===== config.mk =====
export PLATFORM = sky130hd
export DESIGN_NAME = traffic_phase_scheduler_flat
export DESIGN_NICKNAME = d
export VERILOG_FILES = /design/src/rtl/traffic_phase_scheduler_if.sv /design/src/rtl/traffic_phase_scheduler.sv /design/src/flat_wrapper.sv
export SDC_FILE = /design/constraint.sdc
export NUM_CORES = 1
export LEC_CHECK = 0
export CORE_MARGIN = 8
export CORE_UTILIZATION = 47
export CTS_CLUSTER_DIAMETER = 80
export CTS_CLUSTER_SIZE = 24
export DETAILED_ROUTE_END_ITERATION = 8
export PLACE_DENSITY_LB_ADDON = 0.15
export SYNTH_ARGS = -nofsm -noshare
export SYNTH_HDL_FRONTEND = slang
export SYNTH_SLANG_ARGS = --single-unit
export TNS_END_PERCENT = 30

===== constraint.sdc =====
create_clock -name clk -period 1.7 [get_ports clk]
set_clock_uncertainty 0.05 [all_clocks]
set_input_delay 0.34 -clock clk [delete_from_list [all_inputs] [get_ports clk]]
set_output_delay 0.34 -clock clk [all_outputs]
set_load 0.005 [all_outputs]

===== src/rtl/traffic_phase_scheduler_if.sv =====
// traffic_phase_scheduler_if: timebase, demand inputs and light-head outputs of the phase scheduler.
// Carries ped_req/walk only when PED_WALK_EN is defined.
interface traffic_phase_scheduler_if;
   logic       tick;
   logic       ns_req;
   logic       ew_req;
   logic [2:0] ns_lights;
   logic [2:0] ew_lights;
   logic [2:0] phase;
`ifdef PED_WALK_EN
   logic       ped_req;
   logic       walk;
   modport master (output tick, ns_req, ew_req, ped_req, input ns_lights, ew_lights, phase, walk);
   modport slave  (input tick, ns_req, ew_req, ped_req, output ns_lights, ew_lights, phase, walk);
`else
   modport master (output tick, ns_req, ew_req, input ns_lights, ew_lights, phase);
   modport slave  (input tick, ns_req, ew_req, output ns_lights, ew_lights, phase);
`endif
endinterface


===== src/rtl/traffic_phase_scheduler.sv =====
// traffic_phase_scheduler: Moore sequencer for an NS/EW intersection with tick-based dwells,
// sticky demand latches and all-red clearance; PED_WALK_EN adds a pedestrian walk phase after AR2.
module traffic_phase_scheduler #(
   parameter int GREEN_CYC  = 8,
   parameter int YELLOW_CYC = 2,
   parameter int ALLRED_CYC = 1,
   parameter int WALK_CYC   = 4,
   parameter int CNT_W      = 8
) (
   input logic clk,
   input logic reset,
   traffic_phase_scheduler_if.slave bus
);
   localparam logic [2:0] RED = 3'b100, GRN = 3'b101, YEL = 3'b001;
   typedef enum logic [2:0] {NS_G = 3'd0, NS_Y = 3'd1, AR1 = 3'd2, EW_G = 3'd3,
                             EW_Y = 3'd4, AR2 = 3'd5, WALK = 3'd6} state_t;
   state_t           state_q, state_d;
   logic [CNT_W-1:0] timer_q, timer_d, dur;
   logic             ns_pend_q, ns_pend_d, ew_pend_q, ew_pend_d, expire;
`ifdef PED_WALK_EN
   logic             ped_pend_q, ped_pend_d;
`endif
   always_comb begin
      case (state_q)
         NS_G, EW_G: dur = CNT_W'(GREEN_CYC);
         NS_Y, EW_Y: dur = CNT_W'(YELLOW_CYC);
         WALK:       dur = CNT_W'(WALK_CYC);
         default:    dur = CNT_W'(ALLRED_CYC);
      endcase
      expire  = bus.tick && (timer_q == dur - 1'b1);
      state_d = state_q;
      case (state_q)
         NS_G: if (expire && ew_pend_q) state_d = NS_Y;
         NS_Y: if (expire) state_d = AR1;
         AR1:  if (expire) state_d = EW_G;
         EW_G: if (expire && ns_pend_q) state_d = EW_Y;
         EW_Y: if (expire) state_d = AR2;
`ifdef PED_WALK_EN
         AR2:  if (expire) state_d = ped_pend_q ? WALK : NS_G;
         WALK: if (expire) state_d = NS_G;
`else
         AR2:  if (expire) state_d = NS_G;
`endif
         default: state_d = AR2;
      endcase
      // Expiry restarts the dwell even when the green is extended in place.
      timer_d   = (expire || state_d != state_q) ? '0 : timer_q + CNT_W'(bus.tick);
      ns_pend_d = (ns_pend_q | bus.ns_req) & ~(state_d == NS_G && state_q != NS_G);
      ew_pend_d = (ew_pend_q | bus.ew_req) & ~(state_d == EW_G && state_q != EW_G);
`ifdef PED_WALK_EN
      ped_pend_d = (ped_pend_q | bus.ped_req) & ~(state_d == WALK && state_q != WALK);
`endif
   end
   always_ff @(posedge clk or posedge reset) begin
      if (reset) begin
         state_q    <= AR2;
         timer_q    <= '0;
         ns_pend_q  <= 1'b0;
         ew_pend_q  <= 1'b0;
`ifdef PED_WALK_EN
         ped_pend_q <= 1'b0;
`endif
      end else begin
         state_q    <= state_d;
         timer_q    <= timer_d;
         ns_pend_q  <= ns_pend_d;
         ew_pend_q  <= ew_pend_d;
`ifdef PED_WALK_EN
         ped_pend_q <= ped_pend_d;
`endif
      end
   end
   assign bus.ns_lights = state_q == NS_G ? GRN : state_q == NS_Y ? YEL : RED;
   assign bus.ew_lights = state_q == EW_G ? GRN : state_q == EW_Y ? YEL : RED;
   assign bus.phase     = state_q;
`ifdef PED_WALK_EN
   assign bus.walk      = state_q == WALK;
`endif
endmodule


===== src/flat_wrapper.sv =====
// flat-port wrapper written by rule: the top's interface ports become plain ports
module traffic_phase_scheduler_flat 
#(
   parameter int GREEN_CYC  = 8,
   parameter int YELLOW_CYC = 2,
   parameter int ALLRED_CYC = 1,
   parameter int WALK_CYC   = 4,
   parameter int CNT_W      = 8
)
  (clk, reset, bus_tick, bus_ns_req, bus_ew_req, bus_ns_lights, bus_ew_lights, bus_phase);
  traffic_phase_scheduler_if bus_i ();
  input logic clk;
  input logic reset;
  input wire logic [$bits(bus_i.tick)-1:0] bus_tick;
  input wire logic [$bits(bus_i.ns_req)-1:0] bus_ns_req;
  input wire logic [$bits(bus_i.ew_req)-1:0] bus_ew_req;
  output wire logic [$bits(bus_i.ns_lights)-1:0] bus_ns_lights;
  output wire logic [$bits(bus_i.ew_lights)-1:0] bus_ew_lights;
  output wire logic [$bits(bus_i.phase)-1:0] bus_phase;
  assign bus_i.tick = bus_tick;
  assign bus_i.ns_req = bus_ns_req;
  assign bus_i.ew_req = bus_ew_req;
  assign bus_ns_lights = bus_i.ns_lights;
  assign bus_ew_lights = bus_i.ew_lights;
  assign bus_phase = bus_i.phase;
  traffic_phase_scheduler #(.GREEN_CYC(GREEN_CYC), .YELLOW_CYC(YELLOW_CYC), .ALLRED_CYC(ALLRED_CYC), .WALK_CYC(WALK_CYC), .CNT_W(CNT_W)) u_core (.clk(clk), .reset(reset), .bus(bus_i));
endmodule

After elaboration in Yosys (flattened, before gate mapping)
Index checks and enable logic that the tools add are counted.

Output and inout bits: 9. Register bits after elaboration: 13. Logic and storage cells: 46. Input bits: 5.

$add $sub $neg: 2. Equal/unequal tests: 10. Reductions and logical operators: 11. Bitwise operators: 6. Mux-type cells: 13.

Operators with widths (number): $mux 3 (10); $pmux 3 s6 (1); $pmux 4 s3 (1); $eq 3x2->1 const B (3); $eq 3x3->1 const B (3); $add 8x1->8 (1); $eq 8x8->1 (1); $mux 8 (1); $logic_not 3->1 (2); $logic_and 1x1->1 (5); $sub 4x1->5 const B (1); $reduce_or 2->1 (2); $eq 3x1->1 const B (1); $ne 3x2->1 const B (1); $ne 3x3->1 (1); $reduce_bool 3->1 (1); $and 1x1->1 (2); $not 1->1 (2); $or 1x1->1 (2); $logic_or 1x1->1 (1).

Longest topological paths before layout
Word-level depth: 13. Mapped depth: 6.

Least setup slack after synthesis
OpenSTA, ideal clock, no wires.

Path kind: register -> register. From: register u_core.timer_q[4]. To: register u_core.ns_pend_q. Cell stages (with the launch flop): 6. Period minus slack after synthesis: 1935 ps. Setup time: 121 ps. Setup slack: -235 ps. Arrival time: 1764 ps. Path buffers: 0. Cells stage by stage: dfrtp_1 or4b_4 a2111oi_4 o211a_4 nand3_2 o22a_1.

Longest elaborated chain between the ends: 9. Elaborated cells between the ends (all ways): 15. Those cells by class: eq/ne (1); mux (7); bitwise (2); reduce/logical (5).

RTL lines: start: declaration (line traffic_phase_scheduler.sv:18) `logic [CNT_W-1:0] timer_q, timer_d, dur;`; start signal: assignment (line traffic_phase_scheduler.sv:65) `timer_q <= timer_d;`; $eq 8x8->1 (*) (line traffic_phase_scheduler.sv:30) `expire = bus.tick && (timer_q == dur - 1'b1);`; $logic_and 1x1->1 (*) (line traffic_phase_scheduler.sv:30); $logic_and 1x1->1, on equally long branches (line traffic_phase_scheduler.sv:36, traffic_phase_scheduler.sv:33); $mux 3, on equally long branches (line traffic_phase_scheduler.sv:36, traffic_phase_scheduler.sv:33); $pmux 3 s6 (*) (line traffic_phase_scheduler.sv:32) `case (state_q)`; $logic_not 3->1 (*) (line traffic_phase_scheduler.sv:48) `ns_pend_d = (ns_pend_q | bus.ns_req) & ~(state_d == NS_G && state_q != NS_G);`; $logic_and 1x1->1 (*) (line traffic_phase_scheduler.sv:48); $not 1->1 (*) (line traffic_phase_scheduler.sv:48); $and 1x1->1 (*) (line traffic_phase_scheduler.sv:48); named net u_core.ns_pend_d (line traffic_phase_scheduler.sv:19) `logic ns_pend_q, ns_pend_d, ew_pend_q, ew_pend_d, expire;`; end signal: assignment (line traffic_phase_scheduler.sv:66) `ns_pend_q <= ns_pend_d;`; end: declaration (line traffic_phase_scheduler.sv:19).

Mark *: on every way through the listed nets, which the timed path passes. The rest lies on a longest branch.

Worst setup path in the final report
From: register u_core.state_q[2] (netlist: u_core.bus.phase[2]). To: register u_core.ns_pend_q.

Longest elaborated chain between the ends: 13. Elaborated cells between the ends (all ways): 27. Those cells by class: add/sub (1); eq/ne (7); mux (8); bitwise (2); reduce/logical (9).

RTL lines: start: declaration (line traffic_phase_scheduler.sv:17) `state_t state_q, state_d;`; start signal: assignment (line traffic_phase_scheduler.sv:64) `state_q <= state_d;`; $eq 3x3->1 (tied with other cells) (line traffic_phase_scheduler.sv:24, traffic_phase_scheduler.sv:32); $reduce_or 2->1 (line traffic_phase_scheduler.sv:24) `case (state_q)`; $pmux 4 s3 (line traffic_phase_scheduler.sv:24); $sub 4x1->5 (line traffic_phase_scheduler.sv:30); $eq 8x8->1 (line traffic_phase_scheduler.sv:30); $logic_and 1x1->1 (line traffic_phase_scheduler.sv:30); $logic_and 1x1->1, on equally long branches (line traffic_phase_scheduler.sv:36, traffic_phase_scheduler.sv:33); $mux 3, on equally long branches (line traffic_phase_scheduler.sv:36, traffic_phase_scheduler.sv:33); $pmux 3 s6 (line traffic_phase_scheduler.sv:32); $logic_not 3->1 (line traffic_phase_scheduler.sv:48); $logic_and 1x1->1 (*) (line traffic_phase_scheduler.sv:48); $not 1->1 (*) (line traffic_phase_scheduler.sv:48); $and 1x1->1 (*) (line traffic_phase_scheduler.sv:48); named net u_core.ns_pend_d (line traffic_phase_scheduler.sv:19).

Marks and branches as above.

==> impl_metrics.toml <==
[placed_design]
post-dp-hpwl_um = 1460
port-buffer-count = 11
place.gp.congestion = 0.842

[floorplanning]
die_h_um = 59.4
start_util_pct = 50.8
core_mm2 = 0.00175
boundaryPins = 14
die_w_um = 59.4
dieArea_mm2 = 0.00353
num_rows = 15

[drt]
vias_per_cell = 5.08
drt_iter0_markers = 11
post_drt_wl_per_cell_um = 12.5
drt_first_pass_iters = 4
drc_errors = 0
routed_wl_um = 1920
vias = 778
ant_nets = 0

[run_status]
violations = "negative setup slack"
outcome = "finished, violations left"

[setup_path]
end_kind = "flip-flop"
rrSetupSlack_ns = -0.28
crit_path_start_kind = "flip-flop"
arrival_ns = 2.10
path_class = "flip-flop to flip-flop"
worstPathMaxFanout = 6
required_ns = 1.83

[pwr]
powerDensity_mw_per_mm2 = 1100
peakVddDrop_mv = 0.853
power_mw = 1.36
leakage_nw = 0.563

[sta]
setup_viol = 15
tns_ns = -3.52
rsz0062_at_grt = "true"
timing.final.ws_setup_ns = -0.277
min_period_over_period_pct = 116
fmax_mhz = 506
finalCriticalPeriod_ns = 1.98
hold_viol = 0
drv_slew = 0

[clock_network]
cts.clk_slew.worst_paths_ns = 0.08
cts_tree = "yes"
root_buffer = "clkbuf_4"
numCtsBuffers = 3
cts.sinks = 13
max-clock-path-buffers = 2
htree_levels = 1
insertion_delay_ns = 0.28

[logic_synthesis]
synthArstFlopShare_pct = 100
synth-edff-count = 0
ys.flop_type = "dfrtp_1"
synth-seq-area-share_pct = 37.0
synth.distinct_cells = 37
syn-cell-area_um2 = 886
ys_ff_latch = 13
synth_cells = 91
avgSynthCellArea_um2 = 9.73
ys_warn_count = 0

[global_route]
grt_pass1_vias = 781
grt_max_degree = 14
grt_overflow = 0
antenna_found_initial = 0
gr-usage-all-layers_pct = 11.7
grt_pass1_wl_um = 3210

[finish]
antennaDiodeCount = 0
fillers = 137
layout_commonest_cell = "buf_4"
multi_input_area_um2 = 532
layout-drive-gt1-share_pct = 42.2
num-nets-final = 136
area_growth_pct = 39.3
seqCellArea_um2 = 329
final_cell_mix = "22 x buf_4, 11 x nor2_1, 10 x dfrtp_1"

[run]
drv_cap = 0

[worst_hold_path]
hp-class = "input port to asynchronous set/reset pin"
worst paths after layout:
kind / startpoint / end / depth (start not counted)
min in group clk: u_core.ew_pend_q$_DFF_PP0_ / u_core.ew_pend_q$_DFF_PP0_ / 1
hold reg to reg: u_core.ew_pend_q$_DFF_PP0_ / u_core.ew_pend_q$_DFF_PP0_ / 1
hold / removal: reset / u_core.ew_pend_q$_DFF_PP0_ / 2
setup / recovery: u_core.bus.phase[2]$_DFF_PP1_ / u_core.ns_pend_q$_DFF_PP0_ / 7
setup reg to reg: u_core.bus.phase[2]$_DFF_PP1_ / u_core.ns_pend_q$_DFF_PP0_ / 7
max in group asynchronous: reset / u_core.bus.phase[1]$_DFF_PP0_ / 2
sequential cells by signal, summed over array words and instances (netlist names):
name,cells
u_core.ns_pend_q,1
u_core.bus.phase,3
u_core.timer_q,8
u_core.ew_pend_q,1
layer usage:
layer	vias to the layer above	track usage (%)	routed length, um
met5	-	0	0
met4	0	7.17	47
met3	5	2.17	134
met2	27	19.7	885
met1	361	13.3	850
li1	385	-	-
synth_stat cells, types with 2 or more instances:
master | number | share of area (%)
nand3_1 | 2 | 1.1
nor4_1 | 2 | 1.4
nor2_1 | 12 | 5.1
and3_1 | 3 | 2.1
inv_1 | 6 | 2.5
ha_1 | 2 | 2.8
dfstp_2 | 2 | 5.9
o22a_1 | 2 | 2.0
clkbuf_8 | 2 | 3.1
xnor2_1 | 6 | 5.9
a21oi_1 | 3 | 1.7
xor2_1 | 4 | 4.0
buf_4 | 2 | 1.7
dfrtp_1 | 11 | 31
o21ai_0 | 4 | 2.3
nand2_1 | 7 | 3.0
timing repair:
action,4_1_cts,5_1_grt
gates resized for setup,29,5
pin swaps,8,7
setup endpoints to repair,20,16
setup buffers,3,0
hold buffers,0,0
cloned,0,0
power by group:
group / leakage [nW] / internal [mW] / total, mW / switching, mW
combinational: 0.407 / 0.356 / 0.662 / 0.307
clock: 0.0150 / 0.0911 / 0.199 / 0.108
sequential: 0.142 / 0.403 / 0.499 / 0.0963
layout make-up:
type	instances	share of cell area (%)
multi-input combinational	68	43.1
sequential	13	26.7
tap	25	2.54
inverter	6	1.83
timing repair buffer	37	23.7
clock buffer	4	2.13
critical path, cell delays in order, from the launching register on:
cell and delay [ns]:
dfstp_2 0.38, buf_6 0.11, buf_6 0.10, or3b_4 0.38
a2111oi_4 0.32, o211a_4 0.27, nand3_4 0.09, o22a_1 0.17
cell families (layout without fill, tap and decap cells):
logic type | count (synthesis) | after routing | share of synthesized area (%)
AO/OA/AOI/OAI | 18 | 18 | 18.8
XOR/XNOR | 10 | 10 | 9.89
adder cells (fa/ha/maj) | 2 | 2 | 2.82
buffers and inverters | 11 | 47 | 8.62
flip-flops | 13 | 13 | 37.0
other | 1 | 2 | 0.423
AND/OR/NAND/NOR | 36 | 36 | 22.5
per-stage QoR:
step | cells | hold slack, ns | instance area [um2] | util (%) | setup slack, ns
after global routing | 153 | 0.390 | 1230 | 70.7 | -0.335
after floorplan | 92 | 0.166 | 892 | - | -0.0708
final | 153 | 0.319 | 1230 | 70.7 | -0.277
after CTS | 153 | 0.338 | 1220 | 70.2 | -0.311
after global placement | 146 | 0.455 | 1150 | 66.0 | -0.514
after detailed placement | 146 | 0.457 | 1150 | 66.0 | -0.544
(Power assumes the default switching activity.)
